**src/rtl/vga_pkg.sv**
```systemverilog
// Shared types, default 640x480 timing and colour helpers for the VGA tile painter.
package vga_pkg;

    typedef struct packed {
        logic [7:0] r;
        logic [7:0] g;
        logic [7:0] b;
    } rgb8_t;

    localparam int VGA_640X480_CLK_DIV  = 2;
    localparam int VGA_640X480_H_ACTIVE = 640;
    localparam int VGA_640X480_H_FP     = 16;
    localparam int VGA_640X480_H_SYNC   = 96;
    localparam int VGA_640X480_H_BP     = 48;
    localparam int VGA_640X480_V_ACTIVE = 480;
    localparam int VGA_640X480_V_FP     = 10;
    localparam int VGA_640X480_V_SYNC   = 2;
    localparam int VGA_640X480_V_BP     = 33;

    localparam rgb8_t RGB_WHITE = '{r: 8'hFF, g: 8'hFF, b: 8'hFF};
    localparam rgb8_t RGB_BLACK = '{r: 8'h00, g: 8'h00, b: 8'h00};

    // Counter width that stays at least one bit for degenerate sizes.
    function automatic int clog2_min1(input int n);
        return (n > 1) ? $clog2(n) : 1;
    endfunction

    // One bit per channel {r,g,b} expanded to full-scale 8-bit channels.
    function automatic rgb8_t expand3(input logic [2:0] c);
        rgb8_t o;
        o.r = c[2] ? 8'hFF : 8'h00;
        o.g = c[1] ? 8'hFF : 8'h00;
        o.b = c[0] ? 8'hFF : 8'h00;
        return o;
    endfunction

endpackage

```
**src/rtl/vga_tile_painter_if.sv**
```systemverilog
// VGA pin bundle between the tile painter and the DAC / connector.
interface vga_tile_painter_if;
    logic       hsync;
    logic       vsync;
    logic       n_sync;
    logic       n_blanc;
    logic       pix_ce;
    logic [7:0] r;
    logic [7:0] g;
    logic [7:0] b;

    modport master (output hsync, vsync, n_sync, n_blanc, pix_ce, r, g, b);
    modport slave  (input  hsync, vsync, n_sync, n_blanc, pix_ce, r, g, b);
endinterface

```
**src/rtl/vga_timing.sv**
```systemverilog
// Pixel divider, raster counters, raw syncs and divider-free tile coordinates.
module vga_timing
    import vga_pkg::*;
#(
    parameter  int CLK_DIV   = VGA_640X480_CLK_DIV,
    parameter  int H_ACTIVE  = VGA_640X480_H_ACTIVE,
    parameter  int H_FP      = VGA_640X480_H_FP,
    parameter  int H_SYNC    = VGA_640X480_H_SYNC,
    parameter  int H_BP      = VGA_640X480_H_BP,
    parameter  int V_ACTIVE  = VGA_640X480_V_ACTIVE,
    parameter  int V_FP      = VGA_640X480_V_FP,
    parameter  int V_SYNC    = VGA_640X480_V_SYNC,
    parameter  int V_BP      = VGA_640X480_V_BP,
    parameter  int GRID_COLS = 4,
    parameter  int GRID_ROWS = 4,
    localparam int TILE_W    = H_ACTIVE / GRID_COLS,
    localparam int TILE_H    = V_ACTIVE / GRID_ROWS,
    localparam int TXW       = clog2_min1(TILE_W),
    localparam int TYW       = clog2_min1(TILE_H),
    localparam int COLW      = clog2_min1(GRID_COLS),
    localparam int ROWW      = clog2_min1(GRID_ROWS)
) (
    input  logic            clk,
    input  logic            rst_n,
    output logic            pix_ce,
    output logic            hsync_raw,
    output logic            vsync_raw,
    output logic            active,
    output logic [COLW-1:0] tile_col,
    output logic [ROWW-1:0] tile_row,
    output logic [TXW-1:0]  tx_sub,
    output logic [TYW-1:0]  ty_sub
);

    localparam int H_TOTAL = H_ACTIVE + H_FP + H_SYNC + H_BP;
    localparam int V_TOTAL = V_ACTIVE + V_FP + V_SYNC + V_BP;
    localparam int HW      = clog2_min1(H_TOTAL);
    localparam int VW      = clog2_min1(V_TOTAL);
    localparam int DW      = clog2_min1(CLK_DIV);

    logic [DW-1:0]   div_q, div_d;
    logic            pix_ce_q, pix_ce_d;
    logic [HW-1:0]   hcnt_q, hcnt_d;
    logic [VW-1:0]   vcnt_q, vcnt_d;
    logic [TXW-1:0]  tx_sub_q, tx_sub_d;
    logic [TYW-1:0]  ty_sub_q, ty_sub_d;
    logic [COLW-1:0] tile_col_q, tile_col_d;
    logic [ROWW-1:0] tile_row_q, tile_row_d;
    logic            h_last_s, v_last_s, tx_last_s, ty_last_s;

    // Next-state for the divider, raster counters and tile sub-counters.
    always_comb begin
        h_last_s   = (hcnt_q == HW'(H_TOTAL - 1));
        v_last_s   = (vcnt_q == VW'(V_TOTAL - 1));
        tx_last_s  = (tx_sub_q == TXW'(TILE_W - 1));
        ty_last_s  = (ty_sub_q == TYW'(TILE_H - 1));
        div_d      = div_q;
        hcnt_d     = hcnt_q;
        vcnt_d     = vcnt_q;
        tx_sub_d   = tx_sub_q;
        ty_sub_d   = ty_sub_q;
        tile_col_d = tile_col_q;
        tile_row_d = tile_row_q;

        if (div_q == DW'(CLK_DIV - 1)) begin
            div_d = '0;
        end else begin
            div_d = div_q + DW'(1);
        end
        // Registered strobe: high exactly while the divider sits at its last count.
        pix_ce_d = (div_d == DW'(CLK_DIV - 1));

        if (pix_ce_q) begin
            if (h_last_s) begin
                hcnt_d     = '0;
                tx_sub_d   = '0;
                tile_col_d = '0;
                if (v_last_s) begin
                    vcnt_d     = '0;
                    ty_sub_d   = '0;
                    tile_row_d = '0;
                end else if (ty_last_s) begin
                    vcnt_d   = vcnt_q + VW'(1);
                    ty_sub_d = '0;
                    if (tile_row_q != ROWW'(GRID_ROWS - 1)) begin
                        tile_row_d = tile_row_q + ROWW'(1);
                    end else begin
                        tile_row_d = tile_row_q;
                    end
                end else begin
                    vcnt_d   = vcnt_q + VW'(1);
                    ty_sub_d = ty_sub_q + TYW'(1);
                end
            end else if (tx_last_s) begin
                hcnt_d   = hcnt_q + HW'(1);
                tx_sub_d = '0;
                // Saturate so blanking pixels never index past the last tile.
                if (tile_col_q != COLW'(GRID_COLS - 1)) begin
                    tile_col_d = tile_col_q + COLW'(1);
                end else begin
                    tile_col_d = tile_col_q;
                end
            end else begin
                hcnt_d   = hcnt_q + HW'(1);
                tx_sub_d = tx_sub_q + TXW'(1);
            end
        end else begin
            hcnt_d = hcnt_q;
        end
    end

    // Timing state registers.
    always_ff @(posedge clk or negedge rst_n) begin
        if (!rst_n) begin
            div_q      <= '0;
            pix_ce_q   <= 1'b0;
            hcnt_q     <= '0;
            vcnt_q     <= '0;
            tx_sub_q   <= '0;
            ty_sub_q   <= '0;
            tile_col_q <= '0;
            tile_row_q <= '0;
        end else begin
            div_q      <= div_d;
            pix_ce_q   <= pix_ce_d;
            hcnt_q     <= hcnt_d;
            vcnt_q     <= vcnt_d;
            tx_sub_q   <= tx_sub_d;
            ty_sub_q   <= ty_sub_d;
            tile_col_q <= tile_col_d;
            tile_row_q <= tile_row_d;
        end
    end

    // Raw syncs and active flag decoded from the current raster position.
    always_comb begin
        if ((hcnt_q >= HW'(H_ACTIVE + H_FP)) && (hcnt_q < HW'(H_ACTIVE + H_FP + H_SYNC))) begin
            hsync_raw = 1'b0;
        end else begin
            hsync_raw = 1'b1;
        end
        if ((vcnt_q >= VW'(V_ACTIVE + V_FP)) && (vcnt_q < VW'(V_ACTIVE + V_FP + V_SYNC))) begin
            vsync_raw = 1'b0;
        end else begin
            vsync_raw = 1'b1;
        end
        active = (hcnt_q < HW'(H_ACTIVE)) && (vcnt_q < VW'(V_ACTIVE));
    end

    assign pix_ce   = pix_ce_q;
    assign tile_col = tile_col_q;
    assign tile_row = tile_row_q;
    assign tx_sub   = tx_sub_q;
    assign ty_sub   = ty_sub_q;

endmodule

```
**src/rtl/vga_tile_painter.sv**
```systemverilog
// Tile painter top: button synchronisers, cursor, per-tile colour store, colour mux
// and the single pixel-aligned output stage shared by rgb and syncs.
module vga_tile_painter
    import vga_pkg::*;
#(
    parameter  int CLK_DIV   = VGA_640X480_CLK_DIV,
    parameter  int H_ACTIVE  = VGA_640X480_H_ACTIVE,
    parameter  int H_FP      = VGA_640X480_H_FP,
    parameter  int H_SYNC    = VGA_640X480_H_SYNC,
    parameter  int H_BP      = VGA_640X480_H_BP,
    parameter  int V_ACTIVE  = VGA_640X480_V_ACTIVE,
    parameter  int V_FP      = VGA_640X480_V_FP,
    parameter  int V_SYNC    = VGA_640X480_V_SYNC,
    parameter  int V_BP      = VGA_640X480_V_BP,
    parameter  int GRID_COLS = 4,
    parameter  int GRID_ROWS = 4,
    parameter  int BORDER    = 2,
    localparam int N_TILES   = GRID_COLS * GRID_ROWS,
    localparam int CURW      = clog2_min1(N_TILES)
) (
    input  logic               clk,
    input  logic               reset,
    input  logic               next_btn,
    input  logic               paint_btn,
    input  logic               clear_btn,
    input  logic [2:0]         sw,
    vga_tile_painter_if.master vga,
    output logic [CURW-1:0]    cursor
);

    localparam int TILE_W = H_ACTIVE / GRID_COLS;
    localparam int TILE_H = V_ACTIVE / GRID_ROWS;
    localparam int TXW    = clog2_min1(TILE_W);
    localparam int TYW    = clog2_min1(TILE_H);
    localparam int COLW   = clog2_min1(GRID_COLS);
    localparam int ROWW   = clog2_min1(GRID_ROWS);

    logic            pix_ce_s, hsync_raw_s, vsync_raw_s, active_s;
    logic [COLW-1:0] tile_col_s;
    logic [ROWW-1:0] tile_row_s;
    logic [TXW-1:0]  tx_sub_s;
    logic [TYW-1:0]  ty_sub_s;

    // Button vectors are ordered {clear, paint, next}.
    logic [2:0]      sync1_q, sync1_d, sync2_q, sync2_d, prev_q, prev_d;
    logic [2:0]      act_s;
    logic [CURW-1:0] cursor_q, cursor_d;
    logic [2:0]      tiles_q [N_TILES];
    logic [2:0]      tiles_d [N_TILES];
    logic [CURW-1:0] tile_idx_s;
    logic            in_cursor_s, on_edge_s;
    rgb8_t           pix_s, rgb_q, rgb_d;
    logic            hsync_q, hsync_d, vsync_q, vsync_d;

    vga_timing #(
        .CLK_DIV  (CLK_DIV),
        .H_ACTIVE (H_ACTIVE),
        .H_FP     (H_FP),
        .H_SYNC   (H_SYNC),
        .H_BP     (H_BP),
        .V_ACTIVE (V_ACTIVE),
        .V_FP     (V_FP),
        .V_SYNC   (V_SYNC),
        .V_BP     (V_BP),
        .GRID_COLS(GRID_COLS),
        .GRID_ROWS(GRID_ROWS)
    ) u_timing (
        .clk      (clk),
        .rst_n    (reset),
        .pix_ce   (pix_ce_s),
        .hsync_raw(hsync_raw_s),
        .vsync_raw(vsync_raw_s),
        .active   (active_s),
        .tile_col (tile_col_s),
        .tile_row (tile_row_s),
        .tx_sub   (tx_sub_s),
        .ty_sub   (ty_sub_s)
    );

    // Two-flop synchronisers followed by a rising-edge detector per button.
    always_comb begin
        sync1_d = {clear_btn, paint_btn, next_btn};
        sync2_d = sync1_q;
        prev_d  = sync2_q;
        act_s   = sync2_q & ~prev_q;
    end

    // Tile store and cursor updates; clear overrides paint, next is independent.
    always_comb begin
        tiles_d  = tiles_q;
        cursor_d = cursor_q;
        if (act_s[2]) begin
            for (int i = 0; i < N_TILES; i++) begin
                tiles_d[i] = 3'b000;
            end
        end else if (act_s[1]) begin
            // Uses the pre-advance cursor, so paint+next writes the old tile.
            tiles_d[cursor_q] = sw;
        end else begin
            tiles_d = tiles_q;
        end
        if (act_s[0]) begin
            if (cursor_q == CURW'(N_TILES - 1)) begin
                cursor_d = '0;
            end else begin
                cursor_d = cursor_q + CURW'(1);
            end
        end else begin
            cursor_d = cursor_q;
        end
    end

    // Colour of the pixel at the current raster position.
    always_comb begin
        tile_idx_s  = CURW'(tile_row_s) * CURW'(GRID_COLS) + CURW'(tile_col_s);
        in_cursor_s = (tile_idx_s == cursor_q);
        on_edge_s   = (32'(tx_sub_s) < BORDER) || (32'(tx_sub_s) >= (TILE_W - BORDER)) ||
                      (32'(ty_sub_s) < BORDER) || (32'(ty_sub_s) >= (TILE_H - BORDER));
        pix_s       = RGB_BLACK;
        if (!active_s) begin
            pix_s = RGB_BLACK;
        end else if (in_cursor_s && on_edge_s) begin
            pix_s = RGB_WHITE;
        end else begin
            pix_s = expand3(tiles_q[tile_idx_s]);
        end
    end

    // One pixel-wide stage keeps rgb and both syncs mutually aligned.
    always_comb begin
        if (pix_ce_s) begin
            rgb_d   = pix_s;
            hsync_d = hsync_raw_s;
            vsync_d = vsync_raw_s;
        end else begin
            rgb_d   = rgb_q;
            hsync_d = hsync_q;
            vsync_d = vsync_q;
        end
    end

    // Control and output registers.
    always_ff @(posedge clk or negedge reset) begin
        if (!reset) begin
            sync1_q  <= 3'b000;
            sync2_q  <= 3'b000;
            prev_q   <= 3'b000;
            cursor_q <= '0;
            for (int i = 0; i < N_TILES; i++) begin
                tiles_q[i] <= 3'b000;
            end
            rgb_q    <= RGB_BLACK;
            hsync_q  <= 1'b1;
            vsync_q  <= 1'b1;
        end else begin
            sync1_q  <= sync1_d;
            sync2_q  <= sync2_d;
            prev_q   <= prev_d;
            cursor_q <= cursor_d;
            for (int i = 0; i < N_TILES; i++) begin
                tiles_q[i] <= tiles_d[i];
            end
            rgb_q    <= rgb_d;
            hsync_q  <= hsync_d;
            vsync_q  <= vsync_d;
        end
    end

    assign vga.hsync   = hsync_q;
    assign vga.vsync   = vsync_q;
    assign vga.n_sync  = 1'b0;
    assign vga.n_blanc = 1'b1;
    assign vga.pix_ce  = pix_ce_s;
    assign vga.r       = rgb_q.r;
    assign vga.g       = rgb_q.g;
    assign vga.b       = rgb_q.b;
    assign cursor      = cursor_q;

endmodule

```
**src/flat_wrapper.sv**
```systemverilog
// flat-port wrapper written by rule: the top's interface ports become plain ports
module vga_tile_painter_flat import vga_pkg::*;
#(
    parameter  int CLK_DIV   = VGA_640X480_CLK_DIV,
    parameter  int H_ACTIVE  = VGA_640X480_H_ACTIVE,
    parameter  int H_FP      = VGA_640X480_H_FP,
    parameter  int H_SYNC    = VGA_640X480_H_SYNC,
    parameter  int H_BP      = VGA_640X480_H_BP,
    parameter  int V_ACTIVE  = VGA_640X480_V_ACTIVE,
    parameter  int V_FP      = VGA_640X480_V_FP,
    parameter  int V_SYNC    = VGA_640X480_V_SYNC,
    parameter  int V_BP      = VGA_640X480_V_BP,
    parameter  int GRID_COLS = 4,
    parameter  int GRID_ROWS = 4,
    parameter  int BORDER    = 2,
    localparam int N_TILES   = GRID_COLS * GRID_ROWS,
    localparam int CURW      = clog2_min1(N_TILES)
)
  (clk, reset, next_btn, paint_btn, clear_btn, sw, cursor, vga_hsync, vga_vsync, vga_n_sync, vga_n_blanc, vga_pix_ce, vga_r, vga_g, vga_b);
  vga_tile_painter_if vga_i ();
  input  logic clk;
  input  logic reset;
  input  logic next_btn;
  input  logic paint_btn;
  input  logic clear_btn;
  input  logic [2:0] sw;
  output logic [CURW-1:0] cursor;
  output wire logic [$bits(vga_i.hsync)-1:0] vga_hsync;
  output wire logic [$bits(vga_i.vsync)-1:0] vga_vsync;
  output wire logic [$bits(vga_i.n_sync)-1:0] vga_n_sync;
  output wire logic [$bits(vga_i.n_blanc)-1:0] vga_n_blanc;
  output wire logic [$bits(vga_i.pix_ce)-1:0] vga_pix_ce;
  output wire logic [$bits(vga_i.r)-1:0] vga_r;
  output wire logic [$bits(vga_i.g)-1:0] vga_g;
  output wire logic [$bits(vga_i.b)-1:0] vga_b;
  assign vga_hsync = vga_i.hsync;
  assign vga_vsync = vga_i.vsync;
  assign vga_n_sync = vga_i.n_sync;
  assign vga_n_blanc = vga_i.n_blanc;
  assign vga_pix_ce = vga_i.pix_ce;
  assign vga_r = vga_i.r;
  assign vga_g = vga_i.g;
  assign vga_b = vga_i.b;
  vga_tile_painter #(.CLK_DIV(CLK_DIV), .H_ACTIVE(H_ACTIVE), .H_FP(H_FP), .H_SYNC(H_SYNC), .H_BP(H_BP), .V_ACTIVE(V_ACTIVE), .V_FP(V_FP), .V_SYNC(V_SYNC), .V_BP(V_BP), .GRID_COLS(GRID_COLS), .GRID_ROWS(GRID_ROWS), .BORDER(BORDER)) u_core (.clk(clk), .reset(reset), .next_btn(next_btn), .paint_btn(paint_btn), .clear_btn(clear_btn), .sw(sw), .vga(vga_i), .cursor(cursor));
endmodule
```
**config.mk**
```make
export PLATFORM = sky130hd
export DESIGN_NAME = vga_tile_painter_flat
export DESIGN_NICKNAME = d
export VERILOG_FILES = /design/src/rtl/vga_pkg.sv /design/src/rtl/vga_tile_painter_if.sv /design/src/rtl/vga_timing.sv /design/src/rtl/vga_tile_painter.sv /design/src/flat_wrapper.sv
export SDC_FILE = /design/constraint.sdc
export NUM_CORES = 1
export LEC_CHECK = 0
export CAP_MARGIN = 20
export CORE_MARGIN = 2
export CORE_UTILIZATION = 40
export DETAILED_ROUTE_END_ITERATION = 8
export GPL_TIMING_DRIVEN = 0
export SLEW_MARGIN = 10
export SYNTH_ARGS = -nofsm -noshare
export SYNTH_HDL_FRONTEND = slang
export SYNTH_SLANG_ARGS = --single-unit
```
**constraint.sdc**
```tcl
create_clock -name clk -period 1.8 [get_ports clk]
set_input_delay 0.36 -clock clk [delete_from_list [all_inputs] [get_ports clk]]
set_output_delay 0.36 -clock clk [all_outputs]
set_load 0.02 [all_outputs]
```
==> impl_metrics.json <==
{
  "critPathRequiredTime_ps": 2070,
  "clock_sinks": 106,
  "path_max_fanout": 6,
  "yosysWarnings": 0,
  "root_buffer": "clkbuf_16",
  "core.rowCount": 42,
  "max_freq_mhz": 524,
  "hold_viol": 0,
  "rsz0062_at_grt": "yes",
  "final_util_pct": 51.4,
  "max-vdd-ir-drop_mv": 0.461,
  "drc_errors": 0,
  "drive_above_1_share_pct": 22.3,
  "slew_headroom_pct": 59.2,
  "nNetsFinal": 650,
  "status": "complete, but fails checks",
  "synth-main-ff-cell": "dfrtp_1",
  "place_hpwl_mm": 8.68,
  "port_buffers": 38,
  "hp-class": "register to register",
  "grt_pass1_vias": 4143,
  "dr_wl_met2_mm": 5.85,
  "htree_levels": 3,
  "postSynthCellCount": 553,
  "synth_seq_cells": 106,
  "fin_skew_ps": 10.7,
  "ys_seq_area_share_pct": 48.0,
  "syn_area_mm2": 0.00553,
  "worst_slew_pin_slew_ps": 612,
  "layout_setup_ws_ps": -108,
  "arrival_ps": 2180,
  "drtAntennaViolNets": 0,
  "synth_top_area_share_pct": 47.0,
  "wl_per_cell_um": 16.4,
  "die_area_mm2": 0.0148,
  "die_y_um": 122,
  "cp-start-kind": "register",
  "via_per_inst": 5.45,
  "fp.dieW_um": 122,
  "syn_area_per_cell_um2": 10.0,
  "start_util_pct": 41.3,
  "top_layer": "met4",
  "cap_violations": 0,
  "gp_congestion": 0.815,
  "finalSetupTns_ps": -983,
  "area_delta_synth_final_pct": 24.4,
  "synthMostInstantiatedCell": "dfrtp_1",
  "violations": "setup timing",
  "vias": 4396,
  "path_class": "register to register",
  "synth_top_cell_by_area": "dfrtp_1",
  "period_needed_ps": 1910,
  "clk_pin_slew_ps": 70,
  "numCtsBuffers": 9,
  "globalRouteOverflowTotal": 0,
  "first_pass_iters": 5,
  "routed_wl_mm": 13.3,
  "drt_iter0_markers": 341,
  "clockBufferDepth": 2,
  "setup_viol": 18,
  "antenna_found_initial": 0,
  "grt_max_degree": 85,
  "total_power_mw": 6.29,
  "end_kind": "register",
  "synth_area_leaders": "dfrtp_1 (47%), mux4_2 (4.9%), o21ai_0 (4.5%), mux2i_1 (4.3%), nand2_1 (3.9%)",
  "pin_count": 41,
  "synth_edf_count": 0,
  "wl_met1_mm": 6.64,
  "grt_usage_pct": 18.6,
  "cts_tree": "built",
  "grt_pass1_wl_mm": 21.5,
  "pwr_density_cell_mw_per_mm2": 913,
  "core_mm2": 0.0134,
  "synth_nets": 576,
  "drv_slew": 0,
  "synth_common_cells": "dfrtp_1 (104), nand2_1 (57), o21ai_0 (50), nor2_1 (43), a21oi_1 (37)",
  "p_leak_nw": 3.06,
  "wl_met3_um": 518,
  "fin_crit_sh_pct": 106,
  "ys_types": 54,
  "clk_latency_ps": 360,
  "diodes": 0,
  "synth_async_sr_flop_share_pct": 100
}
## final timing paths
check | endpoint | from | cells after the start | slack (ps)
worst min register to register | u_core.prev_d[2] | u_core.sync1_q[2] | 0 | 350
min in group asynchronous | u_core.prev_d[0] | reset | 2 | 410
worst max register to register | u_core.u_timing.vcnt_q[9] | u_core.u_timing.hcnt_q[0] | 6 | -110
worst max-delay path | u_core.u_timing.vcnt_q[9] | u_core.u_timing.hcnt_q[0] | 6 | -110
worst min-delay path | u_core.prev_d[2] | u_core.sync1_q[2] | 0 | 350
max in group asynchronous | u_core.vga.vsync | reset | 3 | 670
## stage by stage
step	hold slack [ps]	cells	area, µm²	setup slack, ps
after floorplan	64.4	553	5550	-82.5
after global placement	333	767	6150	-3700
after detailed placement	231	768	6180	-533
after CTS	351	800	6680	-123
after global routing	362	807	6890	-201
final	348	807	6890	-108
## worst max-delay path, cell delays in order, from the launching register on
cell      delay (ps)
dfrtp_2          410
ha_4             150
nand4b_1         150
or4_4            590
buf_8            160
nor3b_2          170
mux2i_1          190
## kinds of logic after synthesis
logic type | count (synthesis) | share of synthesized area (%)
simple gates | 191 | 17.5
compound gates | 118 | 12.4
flops | 106 | 48.0
buf+inv | 65 | 6.10
mux | 37 | 9.43
xor+xnor | 19 | 3.01
fa+ha+maj | 15 | 3.39
other cells | 2 | 0.136
## where the power goes
part	internal, mW	total (mW)	switching [mW]
clock	0.970	1.87	0.897
sequential	2.54	2.71	0.168
combinational	0.773	1.71	0.937
## cells in the final DEF, fill, tap and decap left out, types with 24 or more instances in the layout
| cell type | synthesis | routed |
|---|---|---|
| nor2_1 | 43 | 39 |
| dfrtp_1 | 104 | 94 |
| o21ai_0 | 50 | 38 |
| mux2i_1 | 24 | 24 |
| dlygate4sd2_1 | 0 | 27 |
| a21oi_1 | 37 | 37 |
| buf_4 | 23 | 48 |
| nand2_1 | 57 | 53 |
## flip-flops by register name, summed over array words and instances (netlist names)
name / count
u_core.tiles_q: 48
u_core.u_timing.hcnt_q: 10
u_core.u_timing.vcnt_q: 10
u_core.u_timing.tx_sub: 8
u_core.u_timing.ty_sub: 7
u_core.cursor: 4
u_core.prev_d: 3
u_core.prev_q: 3
u_core.sync1_q: 3
u_core.u_timing.tile_col: 2
u_core.u_timing.tile_row: 2
u_core.u_timing.pix_ce: 1
u_core.vga.b: 1
u_core.vga.g: 1
u_core.vga.hsync: 1
u_core.vga.r: 1
u_core.vga.vsync: 1
## cell type report
cell class | count | area (µm²)
fillers | 1228 | 6510
clock inverters | 4 | 28.8
multi-input cells | 382 | 2750
plain buffers | 47 | 319
repair buffers | 67 | 604
flip-flops and latches | 106 | 2670
clock buffers | 11 | 243
inverters | 14 | 52.6
well taps | 176 | 220
## per-layer routing
layer,GRT usage (%),vias to the layer above
met5,0,-
met2,27.5,110
met3,3.14,18
met4,7.04,0
li1,-,2093
met1,27.5,2175
## repair_timing
action / 4_1_cts / 5_1_grt
hold endpoints to repair: 22 / 0
hold buffers: 1 / 0
pin swaps: 15 / 12
resized for setup: 60 / 62
buffers inserted: 16 / 10
cloned: 2 / 1
setup endpoints to repair: 81 / 79
(Power assumes the default switching activity.)
